## src/rtl/mult_div_unit.sv

```systemverilog
// mult_div_unit
//   Iterative multiply/divide unit for MULT, MULTU, DIV and DIVU. It owns the
//   HI/LO result pair and processes one bit per clock over WIDTH clocks.
//
// Ports
//   clk          rising-edge clock
//   rst_n        asynchronous active-low reset
//   start        operation request, sampled only while busy=0
//   op           00 MULT, 01 MULTU, 10 DIV, 11 DIVU
//   a, b         multiplicand/dividend (rs), multiplier/divisor (rt)
//   busy         operation in flight (start ignored)
//   done         one-cycle pulse, hi/lo valid in this cycle
//   div_by_zero  set on completion of a DIV/DIVU with b==0
//   hi, lo       MULT: upper/lower product; DIV: remainder/quotient
module mult_div_unit #(
  parameter int WIDTH = 32
) (
  input  logic             clk,
  input  logic             rst_n,
  input  logic             start,
  input  logic [1:0]       op,
  input  logic [WIDTH-1:0] a,
  input  logic [WIDTH-1:0] b,
  output logic             busy,
  output logic             done,
  output logic             div_by_zero,
  output logic [WIDTH-1:0] hi,
  output logic [WIDTH-1:0] lo
);

  localparam int CW = $clog2(WIDTH + 1);

  typedef enum logic [1:0] {IDLE, RUN, FIN} state_t;

  state_t           state;
  logic             is_div;
  logic             neg_hi;     // negate the high half (mult: whole product)
  logic             neg_lo;     // negate the quotient
  logic             dbz_pend;   // current op is a divide by zero
  logic [WIDTH-1:0] acc;        // mult: upper partial product; div: remainder
  logic [WIDTH-1:0] mq;         // mult: multiplier/low product; div: dividend/quotient
  logic [WIDTH-1:0] mcand;      // |b|
  logic [CW-1:0]    count;

  // Operand magnitudes; unsigned ops pass straight through.
  logic             signed_op;
  logic [WIDTH-1:0] mag_a;
  logic [WIDTH-1:0] mag_b;

  assign signed_op = ~op[0];
  assign mag_a     = (signed_op && a[WIDTH-1]) ? -a : a;
  assign mag_b     = (signed_op && b[WIDTH-1]) ? -b : b;

  // One shift-add multiply step: add, then shift {carry,acc,mq} right.
  logic [WIDTH:0] mul_sum;
  assign mul_sum = {1'b0, acc} + {1'b0, mcand};

  // One restoring divide step. The shifted remainder needs WIDTH+1 bits;
  // when it is >= divisor the difference is < divisor, so WIDTH bits of
  // the subtraction are exact.
  logic [WIDTH:0]   div_shift;
  logic             div_ge;
  logic [WIDTH-1:0] div_diff;
  assign div_shift = {acc, mq[WIDTH-1]};
  assign div_ge    = (div_shift >= {1'b0, mcand});
  assign div_diff  = div_shift[WIDTH-1:0] - mcand;

  // Sign fix-up of the finished result.
  logic [2*WIDTH-1:0] prod_fix;
  logic [WIDTH-1:0]   fix_hi;
  logic [WIDTH-1:0]   fix_lo;

  assign prod_fix = neg_hi ? -{acc, mq} : {acc, mq};

  always_comb begin
    fix_hi = prod_fix[2*WIDTH-1:WIDTH];
    fix_lo = prod_fix[WIDTH-1:0];
    if (dbz_pend) begin
      fix_hi = acc;                 // holds the raw dividend
      fix_lo = {WIDTH{1'b1}};
    end else if (is_div) begin
      fix_hi = neg_hi ? -acc : acc;
      fix_lo = neg_lo ? -mq  : mq;
    end
  end

  assign busy = (state != IDLE);

  always_ff @(posedge clk or negedge rst_n) begin
    if (!rst_n) begin
      state       <= IDLE;
      is_div      <= 1'b0;
      neg_hi      <= 1'b0;
      neg_lo      <= 1'b0;
      dbz_pend    <= 1'b0;
      acc         <= '0;
      mq          <= '0;
      mcand       <= '0;
      count       <= '0;
      done        <= 1'b0;
      div_by_zero <= 1'b0;
      hi          <= '0;
      lo          <= '0;
    end else begin
      done <= 1'b0;
      case (state)
        IDLE: begin
          if (start) begin
            is_div <= op[1];
            mq     <= mag_a;
            mcand  <= mag_b;
            acc    <= '0;
            count  <= CW'(WIDTH);
            if (op[1]) begin
              neg_lo <= signed_op & (a[WIDTH-1] ^ b[WIDTH-1]);
              neg_hi <= signed_op & a[WIDTH-1];
            end else begin
              neg_lo <= signed_op & (a[WIDTH-1] ^ b[WIDTH-1]);
              neg_hi <= signed_op & (a[WIDTH-1] ^ b[WIDTH-1]);
            end
            if (op[1] && (b == '0)) begin
              dbz_pend <= 1'b1;
              acc      <= a;
              state    <= FIN;
            end else begin
              dbz_pend <= 1'b0;
              state    <= RUN;
            end
          end
        end

        RUN: begin
          if (is_div) begin
            if (div_ge) begin
              acc <= div_diff;
              mq  <= {mq[WIDTH-2:0], 1'b1};
            end else begin
              acc <= div_shift[WIDTH-1:0];
              mq  <= {mq[WIDTH-2:0], 1'b0};
            end
          end else if (mq[0]) begin
            acc <= mul_sum[WIDTH:1];
            mq  <= {mul_sum[0], mq[WIDTH-1:1]};
          end else begin
            acc <= {1'b0, acc[WIDTH-1:1]};
            mq  <= {acc[0], mq[WIDTH-1:1]};
          end
          count <= count - 1'b1;
          if (count == CW'(1)) begin
            state <= FIN;
          end
        end

        FIN: begin
          hi          <= fix_hi;
          lo          <= fix_lo;
          div_by_zero <= dbz_pend;
          done        <= 1'b1;
          state       <= IDLE;
        end

        default: state <= IDLE;
      endcase
    end
  end

endmodule

```

## config.mk

```make
export PLATFORM = sky130hd
export DESIGN_NAME = mult_div_unit
export DESIGN_NICKNAME = d
export VERILOG_FILES = /design/src/rtl/mult_div_unit.sv
export SDC_FILE = /design/constraint.sdc
export NUM_CORES = 1
export LEC_CHECK = 0
export CAP_MARGIN = 10
export CORE_ASPECT_RATIO = 0.5
export CORE_UTILIZATION = 28
export DETAILED_ROUTE_END_ITERATION = 7
export DONT_BUFFER_PORTS = 1
export GPL_TIMING_DRIVEN = 0
export HOLD_SLACK_MARGIN = 0.12
export PLACE_DENSITY = 0.45
export SLEW_MARGIN = 25
export SYNTH_ARGS = -nofsm -noshare
export SYNTH_HDL_FRONTEND = slang
export SYNTH_SLANG_ARGS = --single-unit
```

## constraint.sdc

```tcl
create_clock -name clk -period 3.4 [get_ports clk]
set_clock_uncertainty 0.1 [all_clocks]
set_input_delay 0.68 -clock clk [delete_from_list [all_inputs] [get_ports clk]]
set_output_delay 0.68 -clock clk [all_outputs]
set_load 0.005 [all_outputs]
```

==> metrics.md <==
| Metric | Value |
|---|---|
| Status | `finished, violations left` |
| Failing checks | `negative hold slack` |
| Largest net degree at the start of global routing | `about 180` |
| Place WS | `-1.38 ns` |
| Die Width | `about 320 microns` |
| Layout Cells excl Fill | `roughly 2,400` |
| Drt wl/cell | `22.3 microns` |
| First-pass GRT wire length | `80,800 microns` |
| Syn_area_per_cell | `8.16 sq um` |
| Fin. Hold Viols | `174` |
| Placement Rows | `57` |
| Die Ht | `about 160 microns` |
| Final period utilization | `0.986` |
| Most used cell, CP | `o21ai_2` |
| IO Count | `about 140` |
| Setup violations, final | `0` |
| Synth Cell Area | `around 14,000 sq um` |
| Worst path arrival time | `roughly 3.6 ns` |
| Most used flip-flop cell after synthesis | `dfrtp_1` |
| VDD IR-drop max | `0.000498 V` |
| Leak pwr | `between 6 and 7 nW` |
| Clk sinks | `between 150 and 200` |
| DP Wirelength | `about 42,000 microns` |
| Skew-Pair Late Insertion Delay | `around 0.47 ns` |
| Power, Total | `20.6 mW` |
| Routability cong. | `around 0.9` |
| Fillers | `about 5,200` |
| Commonest non-fill, non-tap cells in the layout | `nand2_1, dfrtp_1, a21oi_1` |
| Drt total wl | `~54,000 microns` |
| Number of DRC markers in iteration 0 | `1,041` |
| Highest net fanout along the worst path | `4` |
| Post-DRT Antenna Nets | `0` |
| Setup CP Type | `flop to flop` |
| Rel. slew slack | `0.259` |
| Slowest-stage cell, CP | `dfrtp_2` |
| Critical Path RT | `3.63 ns` |
| CTS tree | `built` |
| Max-slew violations | `0` |
| Peak Freq | `between 200 and 300 MHz` |
| Final nets | `1,907` |
| Crit-path max cell delay | `0.49 ns` |
| Antenna diode count | `0` |
| Worst Reg2Reg Path Length in Cells | `12` |
| Delay-heaviest family, CP | `compound AO/OA/AOI/OAI gates` |
| Area Overhead vs Synth | `16.4%` |
| Clock Pin Slew Worst Setup and Hold Paths | `approximately 0.070 ns` |
| Share of layout cells above drive strength 1 | `0.117` |
| Vias in the first global route | `12,589` |
| Max clock buf depth | `2` |
| Reg2reg setup slack | `approximately 0.046 ns` |
| Synthesized instance count | `between 1,500 and 2,000` |
| Async SR Flop Fraction | `1.00` |
| Hold Path Class | `primary input to async pin` |
| Cell variety after synth | `83` |
| YS warnings | `0` |
| Core Area | `~49,000 sq um` |
| Hold Slack | `-0.187 ns` |
| H-tree Lvls | `4` |
| DRC viols | `0` |
| Crit path to | `acc[13]` |
| Final min period | `between 3 and 4 ns` |
| Critical path cell sequence | `ha_4 > fa_2 > a21o_1 > a31oi_4 > buf_4 > o21ai_2 > a31oi_2 > o21ai_2 > xor2_1 > mux2_2 > a222oi_1 > o211ai_1` |
| Worst-Margin Slew | `about 1.1 ns` |
| Register bit total from synthesis | `approximately 170` |
| Reg-to-reg critical path startpoint | `acc[0]` |
| Post-layout util | `0.333` |
| Critical Path Stages | `12` |
| Cts bufs inserted | `17` |
| Die area | `just over 50,000 sq um` |
| Final global-route overflow total | `0` |
| PnR worst setup slack | `0.0459 ns` |
| Number of synthesized flops with an enable pin | `0` |
| Via-per-instance ratio | `between 5 and 6` |
| CP bufs+invs | `1` |
| RSZ-0062 raised after global routing | `true` |
| Worst setup EP type | `flop` |
| Commonest non-fill, non-tap cell in the layout | `nand2_1` |
| Port Buf Inserts | `0` |
| Placed insts | `~2,400` |
| Via count | `between 10,000 and 15,000` |
| Initial core utilization | `0.286` |
| TritonRoute pass-1 iters | `7` |
| Antenna violations before repair | `1` |
| Seq/Total Area, Yosys | `0.311` |
| Reg2Reg Capture Point | `acc[13]` |
| GRT Overall Usage | `0.209` |
| Syn Nets | `around 1,900` |
| MaxCap Viol Count | `0` |
| Worst Setup SP | `acc[0]` |
| Startpoint Class | `flop` |
| PD cells | `1270 nW/um^2` |
| CTS root buffer | `clkbuf_16` |
flip-flops by register name, indices dropped and copies added, names as in the netlist:
| name | flops |
|---|---|
| is_div | 1 |
| dbz_pend | 1 |
| acc | 32 |
| done | 1 |
| neg_hi | 1 |
| mcand | 32 |
| mq | 32 |
| state | 2 |
| hi | 32 |
| count | 6 |
| neg_lo | 1 |
| lo | 32 |
| div_by_zero | 1 |
per-layer routing:
layer / vias up / track usage / part of all wire
met5: - / 0 / 0
met4: 0 / 0.0446 / 0.017
li1: 6323 / - / -
met2: 308 / 0.342 / 0.46
met3: 53 / 0.0344 / 0.051
met1: 6300 / 0.288 / 0.47
how the worst min path moves through the flow:
stage | end | slack, ns | depth (start not counted)
floorplan | acc[0] | 0.28 | 0
global placement | done | 0.29 | 0
detailed placement | done | 0.29 | 0
CTS | lo[16] | -0.21 | 0
global route | done | -0.20 | 0
finish | done | -0.19 | 0
logic make-up after synthesis:
| logic type | count (synthesis) | share of synthesized area |
|---|---|---|
| compound gates | 565 | 0.257 |
| fa+ha+maj | 72 | 0.0654 |
| flops | 174 | 0.311 |
| xor+xnor | 166 | 0.104 |
| simple gates | 510 | 0.174 |
| buf+inv | 174 | 0.0495 |
| mux | 54 | 0.0389 |
metrics by stage:
step / instance area (sq um) / setup TNS [ns]
3_3_place_gp: 14800 / -27.97
2_1_floorplan: 14000 / 0
5_1_grt: 16300 / -0.142
4_1_cts: 15800 / 0
6_report: 16300 / 0
3_5_place_dp: 14800 / -22.79
repair_timing:
item                       4_1_cts  5_1_grt
setup endpoints to repair       56       51
gates resized for setup         54       77
cloned                           1        1
hold endpoints to repair       174      174
setup buffers                   18       25
pin swaps                       15       38
cell usage after synthesis, types with 3 or more instances:
cell      instances  share of area
o31ai_1          19          0.010
a211o_1           7         0.0044
nand4_1           8         0.0036
buf_6             4         0.0032
a21oi_1         154          0.055
o21a_1            4         0.0021
o211ai_1         36          0.019
o221ai_1          3         0.0019
buf_1             6         0.0016
inv_1            68          0.018
nor2b_1          16         0.0072
nor3_2            3         0.0021
a31oi_1          14         0.0063
nor2_1          141          0.038
xor2_1           73          0.046
o21ai_0         119          0.043
dfrtp_1         174           0.31
xnor2_1          93          0.058
or2_2             3         0.0013
a21o_1           27          0.014
clkbuf_1         89          0.024
nand2b_1         15         0.0067
nand2_1         176          0.047
a211oi_1         35          0.019
or3_1            20         0.0089
a22oi_1          10         0.0054
o41ai_1          10         0.0063
and3b_1           3         0.0019
and2_1            8         0.0036
nor4_1           12         0.0054
ha_1             70          0.063
o21bai_1          7         0.0038
a221oi_1          9         0.0056
mux2_2            3         0.0024
or4_4             4         0.0032
a222oi_1          7         0.0050
and3_1           10         0.0045
mux2i_1          51          0.036
or4_1             5         0.0027
nor3_1           33          0.012
buf_2             5         0.0018
o21ai_1          55          0.020
a221o_1          14          0.010
nand3_1          39          0.014
layout make-up:
cell class | instances | area [sq um] | area share
multi-input cells | 1367 | 9470 | 0.581
flip-flops and latches | 174 | 4370 | 0.269
well taps | 649 | 812 | 0.0498
clock buffers | 20 | 447 | 0.0274
plain buffers | 92 | 419 | 0.0257
repair buffers | 45 | 384 | 0.0236
inverters | 69 | 262 | 0.0161
clock inverters | 12 | 125 | 0.00768
power by group:
part / switching (mW) / internal (mW)
combinational: 8.25 / 5.82
clock: 0.999 / 1.05
sequential: 1.41 / 3.09
(Power assumes the default switching activity.)
